--- src/rtl/program_sequencer_pkg.sv ---
// Shared definitions for the program sequencer: opcode encoding and its width.
package program_sequencer_pkg;

   localparam int unsigned OP_W = 3;

   // Encodings 6 and 7 are reserved and decode as NOP.
   typedef enum logic [OP_W-1:0] {
      OpNop      = 3'd0,
      OpInc      = 3'd1,
      OpJump     = 3'd2,
      OpJumpCond = 3'd3,
      OpCall     = 3'd4,
      OpRet      = 3'd5
   } op_e;

endpackage

--- src/rtl/pc_return_stack.sv ---
// Return-address LIFO for the program sequencer.
// The write pointer wraps modulo DEPTH, so a push while full overwrites the oldest
// entry and keeps the depth saturated at DEPTH. Storage itself is never reset.
module pc_return_stack #(
   parameter int unsigned WIDTH = 4,
   parameter int unsigned DEPTH = 4
) (
   input  logic                     i_clk,
   input  logic                     i_rst_n,
   input  logic                     i_push,
   input  logic                     i_pop,
   input  logic [WIDTH-1:0]         i_data,
   output logic [WIDTH-1:0]         o_top,
   output logic [$clog2(DEPTH):0]   o_depth,
   output logic                     o_full,
   output logic                     o_empty
);

   localparam int unsigned PTR_W = $clog2(DEPTH);

   logic [WIDTH-1:0] r_mem [DEPTH];
   logic [PTR_W-1:0] r_ptr;
   logic [PTR_W:0]   r_depth;
   logic [PTR_W-1:0] w_ptr_dec;
   logic             w_full;
   logic             w_empty;

   assign w_ptr_dec = r_ptr - PTR_W'(1);
   assign w_full    = (r_depth == (PTR_W+1)'(DEPTH));
   assign w_empty   = (r_depth == '0);

   // Pointer and depth bookkeeping; a pop on an empty stack is ignored.
   always_ff @(posedge i_clk or negedge i_rst_n) begin
      if (!i_rst_n) begin
         r_ptr   <= '0;
         r_depth <= '0;
      end else if (i_push) begin
         r_ptr <= r_ptr + PTR_W'(1);
         if (!w_full) begin
            r_depth <= r_depth + (PTR_W+1)'(1);
         end
      end else if (i_pop && !w_empty) begin
         r_ptr   <= w_ptr_dec;
         r_depth <= r_depth - (PTR_W+1)'(1);
      end
   end

   // Entry write; contents are only consumed when the stack is non-empty.
   always_ff @(posedge i_clk) begin
      if (i_push) begin
         r_mem[r_ptr] <= i_data;
      end
   end

   assign o_top   = r_mem[w_ptr_dec];
   assign o_depth = r_depth;
   assign o_full  = w_full;
   assign o_empty = w_empty;

endmodule

--- src/rtl/program_sequencer.sv ---
// Program-counter sequencer with NOP/INC/JUMP/JUMP_COND/CALL/RET and a return stack.
// Optional macro PROGRAM_SEQUENCER_STACK_CHECK_EN: stack overflow/underflow become
// faults that block the operation and set a sticky o_error. Without it, overflow
// overwrites the oldest entry and RET on an empty stack behaves as INC.
module program_sequencer
   import program_sequencer_pkg::*;
#(
   parameter int unsigned WIDTH      = 4,
   parameter int unsigned DEPTH      = 4,
   parameter int unsigned RESET_ADDR = 0
) (
   input  logic                     mclk,
   input  logic                     i_rst_n,
   input  logic                     mclk_en,
   input  logic                     i_halt,
   input  logic [OP_W-1:0]          i_op,
   input  logic                     i_cond,
   input  logic [WIDTH-1:0]         i_load_data,
   input  logic                     i_err_clr,
   output logic [WIDTH-1:0]         o_data,
   output logic [$clog2(DEPTH):0]   o_depth,
   output logic                     o_full,
   output logic                     o_empty,
   output logic                     o_error
);

   logic [1:0]       r_rst_sync;
   logic [WIDTH-1:0] r_pc;
   logic [WIDTH-1:0] w_pc_d;
   logic [WIDTH-1:0] w_pc_inc;
   logic [WIDTH-1:0] w_top;
   logic             w_upd;
   logic             w_push;
   logic             w_pop;
   logic             w_full;
   logic             w_empty;
   op_e              w_op;
`ifdef PROGRAM_SEQUENCER_STACK_CHECK_EN
   logic             w_fault;
   logic             r_error;
`else
   logic             w_unused_err_clr;
`endif

   assign w_op     = op_e'(i_op);
   assign w_pc_inc = r_pc + WIDTH'(1);
   assign w_upd    = mclk_en & ~i_halt & r_rst_sync[1];

   // Reset release synchroniser: updates resume only once the release has passed two flops.
   always_ff @(posedge mclk or negedge i_rst_n) begin
      if (!i_rst_n) begin
         r_rst_sync <= 2'b00;
      end else begin
         r_rst_sync <= {r_rst_sync[0], 1'b1};
      end
   end

   // Operation decode: next PC, stack push/pop and fault detection.
   always_comb begin
      w_pc_d = r_pc;
      w_push = 1'b0;
      w_pop  = 1'b0;
`ifdef PROGRAM_SEQUENCER_STACK_CHECK_EN
      w_fault = 1'b0;
`endif
      if (w_upd) begin
         case (w_op)
            OpInc:      w_pc_d = w_pc_inc;
            OpJump:     w_pc_d = i_load_data;
            OpJumpCond: w_pc_d = i_cond ? i_load_data : w_pc_inc;
            OpCall: begin
`ifdef PROGRAM_SEQUENCER_STACK_CHECK_EN
               if (w_full) begin
                  w_fault = 1'b1;
               end else begin
                  w_push = 1'b1;
                  w_pc_d = i_load_data;
               end
`else
               w_push = 1'b1;
               w_pc_d = i_load_data;
`endif
            end
            OpRet: begin
               if (!w_empty) begin
                  w_pop  = 1'b1;
                  w_pc_d = w_top;
               end else begin
`ifdef PROGRAM_SEQUENCER_STACK_CHECK_EN
                  w_fault = 1'b1;
`else
                  w_pc_d = w_pc_inc;
`endif
               end
            end
            default:    w_pc_d = r_pc;
         endcase
      end
   end

   // Program counter register.
   always_ff @(posedge mclk or negedge i_rst_n) begin
      if (!i_rst_n) begin
         r_pc <= WIDTH'(RESET_ADDR);
      end else begin
         r_pc <= w_pc_d;
      end
   end

`ifdef PROGRAM_SEQUENCER_STACK_CHECK_EN
   // Sticky fault flag; a fault in the same cycle as a clear keeps it set.
   always_ff @(posedge mclk or negedge i_rst_n) begin
      if (!i_rst_n) begin
         r_error <= 1'b0;
      end else if (w_fault) begin
         r_error <= 1'b1;
      end else if (i_err_clr) begin
         r_error <= 1'b0;
      end
   end
   assign o_error = r_error;
`else
   assign w_unused_err_clr = i_err_clr;
   assign o_error          = 1'b0;
`endif

   pc_return_stack #(
      .WIDTH (WIDTH),
      .DEPTH (DEPTH)
   ) u_stack (
      .i_clk   (mclk),
      .i_rst_n (i_rst_n),
      .i_push  (w_push),
      .i_pop   (w_pop),
      .i_data  (w_pc_inc),
      .o_top   (w_top),
      .o_depth (o_depth),
      .o_full  (w_full),
      .o_empty (w_empty)
   );

   assign o_data  = r_pc;
   assign o_full  = w_full;
   assign o_empty = w_empty;

endmodule

--- config.mk ---
export PLATFORM = sky130hd
export DESIGN_NAME = program_sequencer
export DESIGN_NICKNAME = d
export VERILOG_FILES = /design/src/rtl/program_sequencer_pkg.sv /design/src/rtl/pc_return_stack.sv /design/src/rtl/program_sequencer.sv
export SDC_FILE = /design/constraint.sdc
export NUM_CORES = 1
export LEC_CHECK = 0
export BUFFER_PORTS_ARGS = -buffer_cell sky130_fd_sc_hd__clkbuf_2
export CAP_MARGIN = 10
export CORE_MARGIN = 8
export CORE_UTILIZATION = 45
export DETAILED_ROUTE_END_ITERATION = 6
export PLACE_DENSITY = 0.76
export SYNTH_ARGS = -nofsm -noshare
export SYNTH_HDL_FRONTEND = slang
export SYNTH_SLANG_ARGS = --single-unit
--- constraint.sdc ---
create_clock -name mclk -period 4.72 [get_ports mclk]
set_input_delay 0.472 -clock mclk [delete_from_list [all_inputs] [get_ports mclk]]
set_output_delay 0.472 -clock mclk [all_outputs]
set_load 0.01 [all_outputs]
* Word level (Yosys, flattened, before mapping) *
Memory sizes are Yosys's and may differ from the RTL's.
Cells that the tools add are included.
W data, S select, Z words.

operators by class
  reduce and logical (&&, ||, !) cells = 8
  bitwise logic cells = 3
  $add $sub $neg = 5
  muxes and demuxes = 15
  equal/unequal tests = 7

operator list
  kind                   count
  $pmux W4 S4            1
  $eq A3 B3 Y1 const B   3
  $mux W3                3
  $mux W4                2
  $mux W1                7
  $eq A3 B2 Y1 const B   2
  $add A4 B1 Y4 const B  1
  $mux W2                2
  $reduce_and A2 Y1      2
  $reduce_bool A4 Y1     1
  $add A3 B1 Y3 const B  1
  $eq A3 B1 Y1 const B   1
  $logic_not A3 Y1       1
  $sub A3 B1 Y3 const B  1
  $add A2 B1 Y2 const B  1
  $and A1 B1 Y1          2
  $ne A2 B2 Y1 const B   1
  $reduce_bool A2 Y1     1
  $reduce_or A2 Y1       1
  $sub A2 B1 Y2 const B  1
  $logic_and A1 B1 Y1    1
  $logic_not A1 Y1       1
  $not A1 Y1             1

storage, ports and cells
  output and inout bits = 10
  memory bits (writable) = 16
  memories kept = 1
  register bits after elaboration = 11
  logic and storage cells = 43
  bits of input ports = 13

memory list
  name           depth  width  read ports  clocked after Yosys merged registers in  wr ports  RTL line               RTL
  u_stack.r_mem  4      4      1           0                                        1         pc_return_stack.sv:21  logic [WIDTH-1:0] r_mem [DEPTH];

* Depth between registers and ports, before layout *
Gate-level depths: netlist (run 1).

  depth after elaboration = 7
  mapped depth = 9
  depth with buffers taken out = 8

* Modules after synthesis *
A second synthesis (run 1) with hierarchy kept.

unflattened totals
  cells, all modules = 120
  area total of the unflattened synthesis = 1456.4 µm²

by module, submodules not included
  module             sequential area each (µm²)  area each (µm²)  times used  cells an instance
  pc_return_stack    605.6                       989.7            1           65
  program_sequencer  150.1                       466.7            1           55

* Worst setup path after synthesis (run 1) *
Ideal clock, no wire load.

  kind = input port to flip-flop
  start point = input port i_op[2]
  end point = register u_stack.r_depth[2] (netlist: u_stack.o_depth[2])
  library setup time = 104 ps
  slack = 2530 ps
  arrival = 2086 ps
  path buffers = 1
  stages = 9
  data required time = 4616 ps
  path through = buf_2 nand2b_1 nor3_1 inv_1 fa_1 o211ai_1 o32a_1 nor2_1 a221oi_1

between the ends
  longest elaborated chain between the ends = 6
  elaborated cells on any way between the ends = 11
  those cells by class = eq/ne: 3; mux: 5; reduce/logical: 3

ends and longest elaborated chain
  what                          RTL line                 RTL
  start: declaration            program_sequencer.sv:16  input logic [OP_W-1:0] i_op,
  $eq A3 B3 Y1                  program_sequencer.sv:67  case (w_op)
  $mux W1                       program_sequencer.sv:67
  $mux W1                       program_sequencer.sv:66  if (w_upd) begin
  $logic_and A1 B1 Y1           pc_return_stack.sv:42    end else if (i_pop && !w_empty) begin
  $reduce_bool A2 Y1 (no line)  --
  $reduce_and A2 Y1 (no line)   --
  end signal: assignment        pc_return_stack.sv:40    r_depth <= r_depth + (PTR_W+1)'(1);
  end signal: assignment        pc_return_stack.sv:44    r_depth <= r_depth - (PTR_W+1)'(1);
  end: declaration              pc_return_stack.sv:23    logic [PTR_W:0] r_depth;

Parallel ways exist; a longest one is shown, timed or not.
A chain may end at the register's enable or synchronous reset.

* Worst setup path in the final report (run 1) *
  start point = input port i_op[1]
  end point = register u_stack.r_depth[2] (netlist: u_stack.o_depth[2])

The elaborated chain is that of the path after synthesis.

==> results.json, run 1 <==
{
  "routed_via_density": 5.551,
  "routabilityCongestion": 0.8865,
  "slowest_stage": "nor3_1",
  "holdPathStages": 0,
  "cts_buffers": 3,
  "critPathTopFamily": "simple AND/OR/NAND/NOR gates",
  "status": "completed",
  "post-route-util_pct": 52.97,
  "clock_skew_ps": 6.040,
  "core_area_sq_um": 3078,
  "num_antenna_cells": 0,
  "critPathBufInv": 2,
  "fin_area_sq_um": 1630,
  "slew_headroom_pct": 62.54,
  "drt_iter0_drc": 97,
  "netlist_top_cells_area": "edfxtp_1 33%, dfrtp_1 19%, mux4_1 5.3%",
  "p_int_uw": 447.1,
  "r2r_end": "u_stack.o_depth[2]$_DFFE_PN0P_",
  "synth-warning-count": 0,
  "rows": 20,
  "dr.pass1.iters": 4,
  "final_hold_viol_count": 0,
  "seq_power_share_pct": 49.4,
  "r2r_setup_slack_ps": 2500,
  "cts_setup_buffers": 0,
  "htree_num_levels": 1,
  "netlist_top_cells_count": "16 x edfxtp_1, 11 x dfrtp_1, 9 x inv_1, 7 x nor2_1",
  "yosysMostFrequentCell": "edfxtp_1",
  "power.density_nw_per_um2": 432.4,
  "r2r.worst_path.cells": 8,
  "postSynth.asyncResetShare_pct": 40.74,
  "clkPwrFrac_pct": 14.9,
  "routedWlPerCell_microns": 16.03,
  "drive_gt1_share_pct": 20.57,
  "syn_nets": 141,
  "synth.distinct_cells": 47,
  "grt_max_degree": 17,
  "clk_pin_slew_ps": 150,
  "numPortBuffers": 20,
  "grt-ovfl-total": 0,
  "period_share_pct": 49.77,
  "clockBufferDepth": 2,
  "final_nets": 161,
  "timing.final.setup_violations": 0,
  "clk_latency_ps": 330,
  "die_width_microns": 73.26,
  "worst_pin_slew_ps": 557.6,
  "dieHeight_microns": 73.26,
  "vias": 1027,
  "seq_area_frac_synth_pct": 51.23,
  "ir_drop_mv": 0.1465,
  "finalSetupTns_ps": 0,
  "syn_area_per_cell_sq_um": 12.09,
  "rsz0062_at_grt": "no",
  "drc": 0,
  "synth_top_cell_by_area": "edfxtp_1",
  "die-area_sq_um": 5366,
  "start_util_pct": 47.93,
  "report.final.slew_viol_count": 0,
  "p_sw_share_pct": 36.59,
  "required_ps": 4960,
  "p_comb_share_pct": 35.8,
  "cp.arrival_ps": 2590,
  "antenna_left": 0,
  "worstHoldStart": "r_rst_sync[0]$_DFF_PN0_",
  "synth_top_area_share_pct": 32.57,
  "grt_first_pass_wirelength_mm": 4.885,
  "ys_ff_latch": 27,
  "hold_path.class": "reg -> reg",
  "cts_tree": "done",
  "critPathKind": "in -> reg",
  "max_stage_delay_ps": 510,
  "endpoint_kind": "flop",
  "fmax_mhz": 425.7,
  "placed_cell_area_sq_um": 1590,
  "ys_dominant_reg_cell": "edfxtp_1",
  "crit_fanout": 14,
  "grt_pass1_vias": 1034,
  "drt-total-wl_mm": 2.965,
  "p_switching_uw": 257.9,
  "critPathLaunchType": "input port",
  "period_minus_slack_ps": 2349,
  "path_cells": "clkbuf_2 -> nand2b_1 -> nor3_1 -> inv_1 -> fa_1 -> o211ai_1 -> o32a_1 -> nor2_1 -> a221oi_1",
  "syn_area_sq_um": 1475,
  "syn2layout_area_growth_pct": 10.52,
  "pin_count": 23,
  "leakage_uw": 0.0006586,
  "r2r-start": "r_rst_sync[1]$_DFF_PN0_",
  "hold_end": "r_rst_sync[1]$_DFF_PN0_",
  "cts.sinks": 27,
  "syn_inst": 122,
  "synth_edf_count": 16,
  "cts_root_buffer": "clkbuf_4",
  "grtUsageTotal_pct": 11.63,
  "fin_hold_ws_ps": 372.1,
  "dpl.hpwl_mm": 2.241,
  "drv_cap": 0,
  "antenna_found_initial": 0
}
==> worst max-delay path by stage <==
| stage | cells past startpoint | startpoint | slack (ps) | end |
|---|---|---|---|---|
| 3_5_place_dp | 9 | i_op[1] | 2050 | u_stack.o_depth[2]$_DFFE_PN0P_ |
| 4_1_cts | 9 | i_op[1] | 2390 | u_stack.o_depth[2]$_DFFE_PN0P_ |
| 2_1_floorplan | 9 | i_op[2] | 2530 | u_stack.o_depth[2]$_DFFE_PN0P_ |
| 3_3_place_gp | 9 | i_op[1] | 2210 | u_stack.o_depth[2]$_DFFE_PN0P_ |
| 6_report | 9 | i_op[1] | 2370 | u_stack.o_depth[2]$_DFFE_PN0P_ |
| 5_1_grt | 9 | i_op[1] | 2190 | u_stack.o_depth[2]$_DFFE_PN0P_ |
==> worst reg2reg max path, stage by stage, from the launching register on <==
cell and delay, ps:
dfrtp_1 350, nand3b_1 170, nor3_1 490, inv_1 130, fa_1 450, o211ai_1 130
o32a_1 160, nor2_1 40, a221oi_1 210
==> final cells by class <==
cell class                      count  area (sq um)
Fill cell                         286          1448
Sequential cell                    27         755.7
Multi-Input combinational cell     79         641.9
Timing Repair Buffer               21         110.1
Tap cell                           44         55.05
Inverter                           10         37.54
Clock buffer                        3         22.52
Clock inverter                      1         7.507
==> cells by family (layout without fill, tap and decap cells) <==
| group | count (synthesis) | after routing | synth area share, % |
|---|---|---|---|
| other | 2 | 2 | 0.5091 |
| buffers and inverters | 16 | 35 | 5.258 |
| AND/OR/NAND/NOR | 32 | 32 | 11.88 |
| AO/OA/AOI/OAI | 29 | 29 | 15.10 |
| adder cells (fa/ha/maj) | 6 | 6 | 5.598 |
| XOR/XNOR | 6 | 6 | 3.562 |
| multiplexers | 4 | 4 | 6.870 |
| flip-flops | 27 | 27 | 51.23 |
==> power by group through the flow <==
| stage | Sequential, uW | Clock, uW | Combinational, uW |
|---|---|---|---|
| 5_1_grt | 355 | 117 | 278 |
| 3_5_place_dp | 354 | 0 | 254 |
| 4_1_cts | 348 | 108 | 256 |
| 3_3_place_gp | 350 | 0 | 241 |
| 2_1_floorplan | 346 | 0 | 185 |
| 6_report | 348 | 105 | 252 |
==> registers in the layout, summed over array words and instances, names as in the netlist <==
signal	count
u_stack.r_ptr	2
r_rst_sync	2
u_stack.r_mem	16
u_stack.o_depth	3
o_data	4
==> cell usage in the layout (no fill, tap or decap), types with 4 or more instances in the layout <==
master    count
and2_1        4
clkbuf_2     20
dfrtp_1      11
edfxtp_1     16
ha_1          5
inv_1         9
nand2_1       5
nor2_1        7
nor3_1        4
o21ai_0       5
xnor2_1       4
==> what timing repair did <==
item | 4_1_cts | 5_1_grt
resized for setup | 0 | 0
hold endpoints to repair | 11 | 0
hold buffers | 1 | 0
==> metrics by stage <==
step,std cells,setup WS (ps),power (uW)
floorplan,122,2530,531.4
global placement,180,2214,590.6
detailed placement,180,2050,608.2
CTS,185,2393,711.8
global route,185,2194,750.4
finish,185,2371,705.0
==> layer usage <==
| metal | vias to the layer above | routed length [microns] | track usage (%) |
|---|---|---|---|
| li1 | 490 | - | - |
| met1 | 508 | 1255 | 12.65 |
| met2 | 23 | 1527 | 20.95 |
| met3 | 6 | 138 | 2.449 |
| met4 | 0 | 43 | 5.333 |
| met5 | - | 0 | 0 |
Note: power is estimated with default switching activity, not from simulation.
==> run 2: changes to the inputs <==
Settings changed: PLACE_DENSITY 0.76 to 0.78.
Clock period 4.72 ns to 2.16 ns, I/O delays scaled along.
==> run 2 against run 1 <==
Clock power is 110% higher; worst hold slack got worse by 140 ps; first-iteration DRC count up 18%; largest power group unchanged; routed wire length rose by 3.1%; sequential power increased by 110%; highest routed layer unchanged; count of clock-buffer cells in the layout did not move; largest cell class unchanged; via count increased by 0.97%; final cell count rose by 2.2%.
==> results.json, run 2 (same netlist as run 1, synthesis figures left out) <==
{
  "status": "completed",
  "finalPower_uw": 1562,
  "finalSetupTns_ps": 0,
  "clk_pin_slew_ps": 150,
  "clk_latency_ps": 320,
  "htree_num_levels": 1,
  "endpoint_kind": "flop",
  "worst_pin_slew_ps": 524.4,
  "rows": 20,
  "critPathKind": "reg -> reg",
  "cts.sinks": 27,
  "cp.arrival_ps": 2160,
  "p_switching_uw": 566.2,
  "clockBufferDepth": 2,
  "syn2layout_area_growth_pct": 12.55,
  "start_util_pct": 47.93,
  "pin_count": 23,
  "period_minus_slack_ps": 1925,
  "antenna_left": 0,
  "required_ps": 2390,
  "grt_max_degree": 17,
  "p_int_uw": 995.4,
  "final_nets": 165,
  "critPathLaunchType": "flop",
  "power.density_nw_per_um2": 940.5,
  "grt_pass1_vias": 991,
  "dr.pass1.iters": 4,
  "num_antenna_cells": 0,
  "r2r_setup_slack_ps": 240,
  "clkPwrFrac_pct": 14.0,
  "drt-total-wl_mm": 3.058,
  "largest_reg_flops": 16,
  "drv_cap": 0,
  "hold_buffers": 1,
  "cts_tree": "done",
  "fmax_mhz": 519.5,
  "report.final.slew_viol_count": 0,
  "die-area_sq_um": 5366,
  "final.setup.worst_slack_ps": 235.2,
  "p_comb_share_pct": 38.5,
  "cts_setup_buffers": 0,
  "p_sw_share_pct": 36.26,
  "drt_iter0_drc": 114,
  "period_share_pct": 89.11,
  "leakage_uw": 0.0006780,
  "routedWlPerCell_microns": 16.18,
  "fin_hold_ws_ps": 228.6,
  "crit_fanout": 5,
  "cts_buffers": 3,
  "core_area_sq_um": 3078,
  "ir_drop_mv": 0.2542,
  "dieHeight_microns": 73.26,
  "vias": 1037,
  "grtUsageTotal_pct": 11.80,
  "grt_first_pass_wirelength_mm": 4.981,
  "timing.final.setup_violations": 0,
  "place_worst_setup_slack_ps": 239.9,
  "antenna_found_initial": 0,
  "clock_skew_ps": 6.717,
  "layout_common_cells": "20 x clkbuf_2, 16 x edfxtp_1, 11 x dfrtp_1",
  "cts_root_buffer": "clkbuf_4",
  "dpl.hpwl_mm": 2.350,
  "drive_gt1_share_pct": 22.76,
  "grt-ovfl-total": 0,
  "drc": 0,
  "cts.repair.resized": 0,
  "final_hold_viol_count": 0,
  "die_width_microns": 73.26,
  "hold_path.class": "in -> reg",
  "post-route-util_pct": 53.94,
  "numPortBuffers": 20,
  "final_common_cell": "clkbuf_2",
  "rsz0062_at_grt": "no",
  "slew_headroom_pct": 64.79,
  "top_register": "u_stack.r_mem",
  "routabilityCongestion": 0.9058,
  "seq_power_share_pct": 47.5,
  "routed_via_density": 5.487
}
run 2: cell count changes in the layout (fill, tap and decap cells not counted):
cell / before / now
buf_4: 0 / 4
run 2: power by group through the flow:
stage	clock (uW)	sequential, uW	combinational, uW
2_1_floorplan	0	757	404
3_3_place_gp	0	741	565
3_5_place_dp	0	751	599
4_1_cts	228	740	606
5_1_grt	246	751	668
6_report	219	741	601
run 2: worst max-delay path, stage by stage, from the launching register on:
cell,delay (ps)
dfrtp_1,350
nand3b_1,180
nor3_1,250
inv_1,90
fa_1,440
o211ai_1,130
o32a_1,160
nor2_1,40
a221oi_1,200
run 2: layout make-up:
cell class                      instances  area, sq um
Sequential cell                        27        755.7
Tap cell                               44        55.05
Multi-Input combinational cell         79        641.9
Clock buffer                            3        22.52
Clock inverter                          1        7.507
Inverter                               10        37.54
Fill cell                             268         1418
Timing Repair Buffer                   25        140.1
run 2: per-stage QoR:
step                      cell area [sq um]  cells
final                                  1660    189
after global routing                   1660    189
after CTS                              1660    189
after detailed placement               1620    184
after global placement                 1620    184
after floorplan                        1475    122
run 2: worst paths after layout:
path,cells after the start,endpoint,startpoint
min in group asynchronous,2,o_data[0]$_DFFE_PN0P_,i_rst_n
worst min register to register,0,r_rst_sync[1]$_DFF_PN0_,r_rst_sync[0]$_DFF_PN0_
worst max-delay path,8,u_stack.o_depth[2]$_DFFE_PN0P_,r_rst_sync[1]$_DFF_PN0_
worst min-delay path,3,o_data[1]$_DFFE_PN0P_,i_load_data[1]
max in group asynchronous,2,u_stack.o_depth[2]$_DFFE_PN0P_,i_rst_n
worst max register to register,8,u_stack.o_depth[2]$_DFFE_PN0P_,r_rst_sync[1]$_DFF_PN0_
run 2: per-layer routing:
layer | vias up | GRT usage (%) | part of all wire (%)
met1 | 511 | 14.14 | 43
li1 | 501 | - | -
met4 | 0 | 3.333 | 0.23
met5 | - | 0 | 0
met2 | 23 | 20.56 | 53
met3 | 2 | 2.585 | 4.5
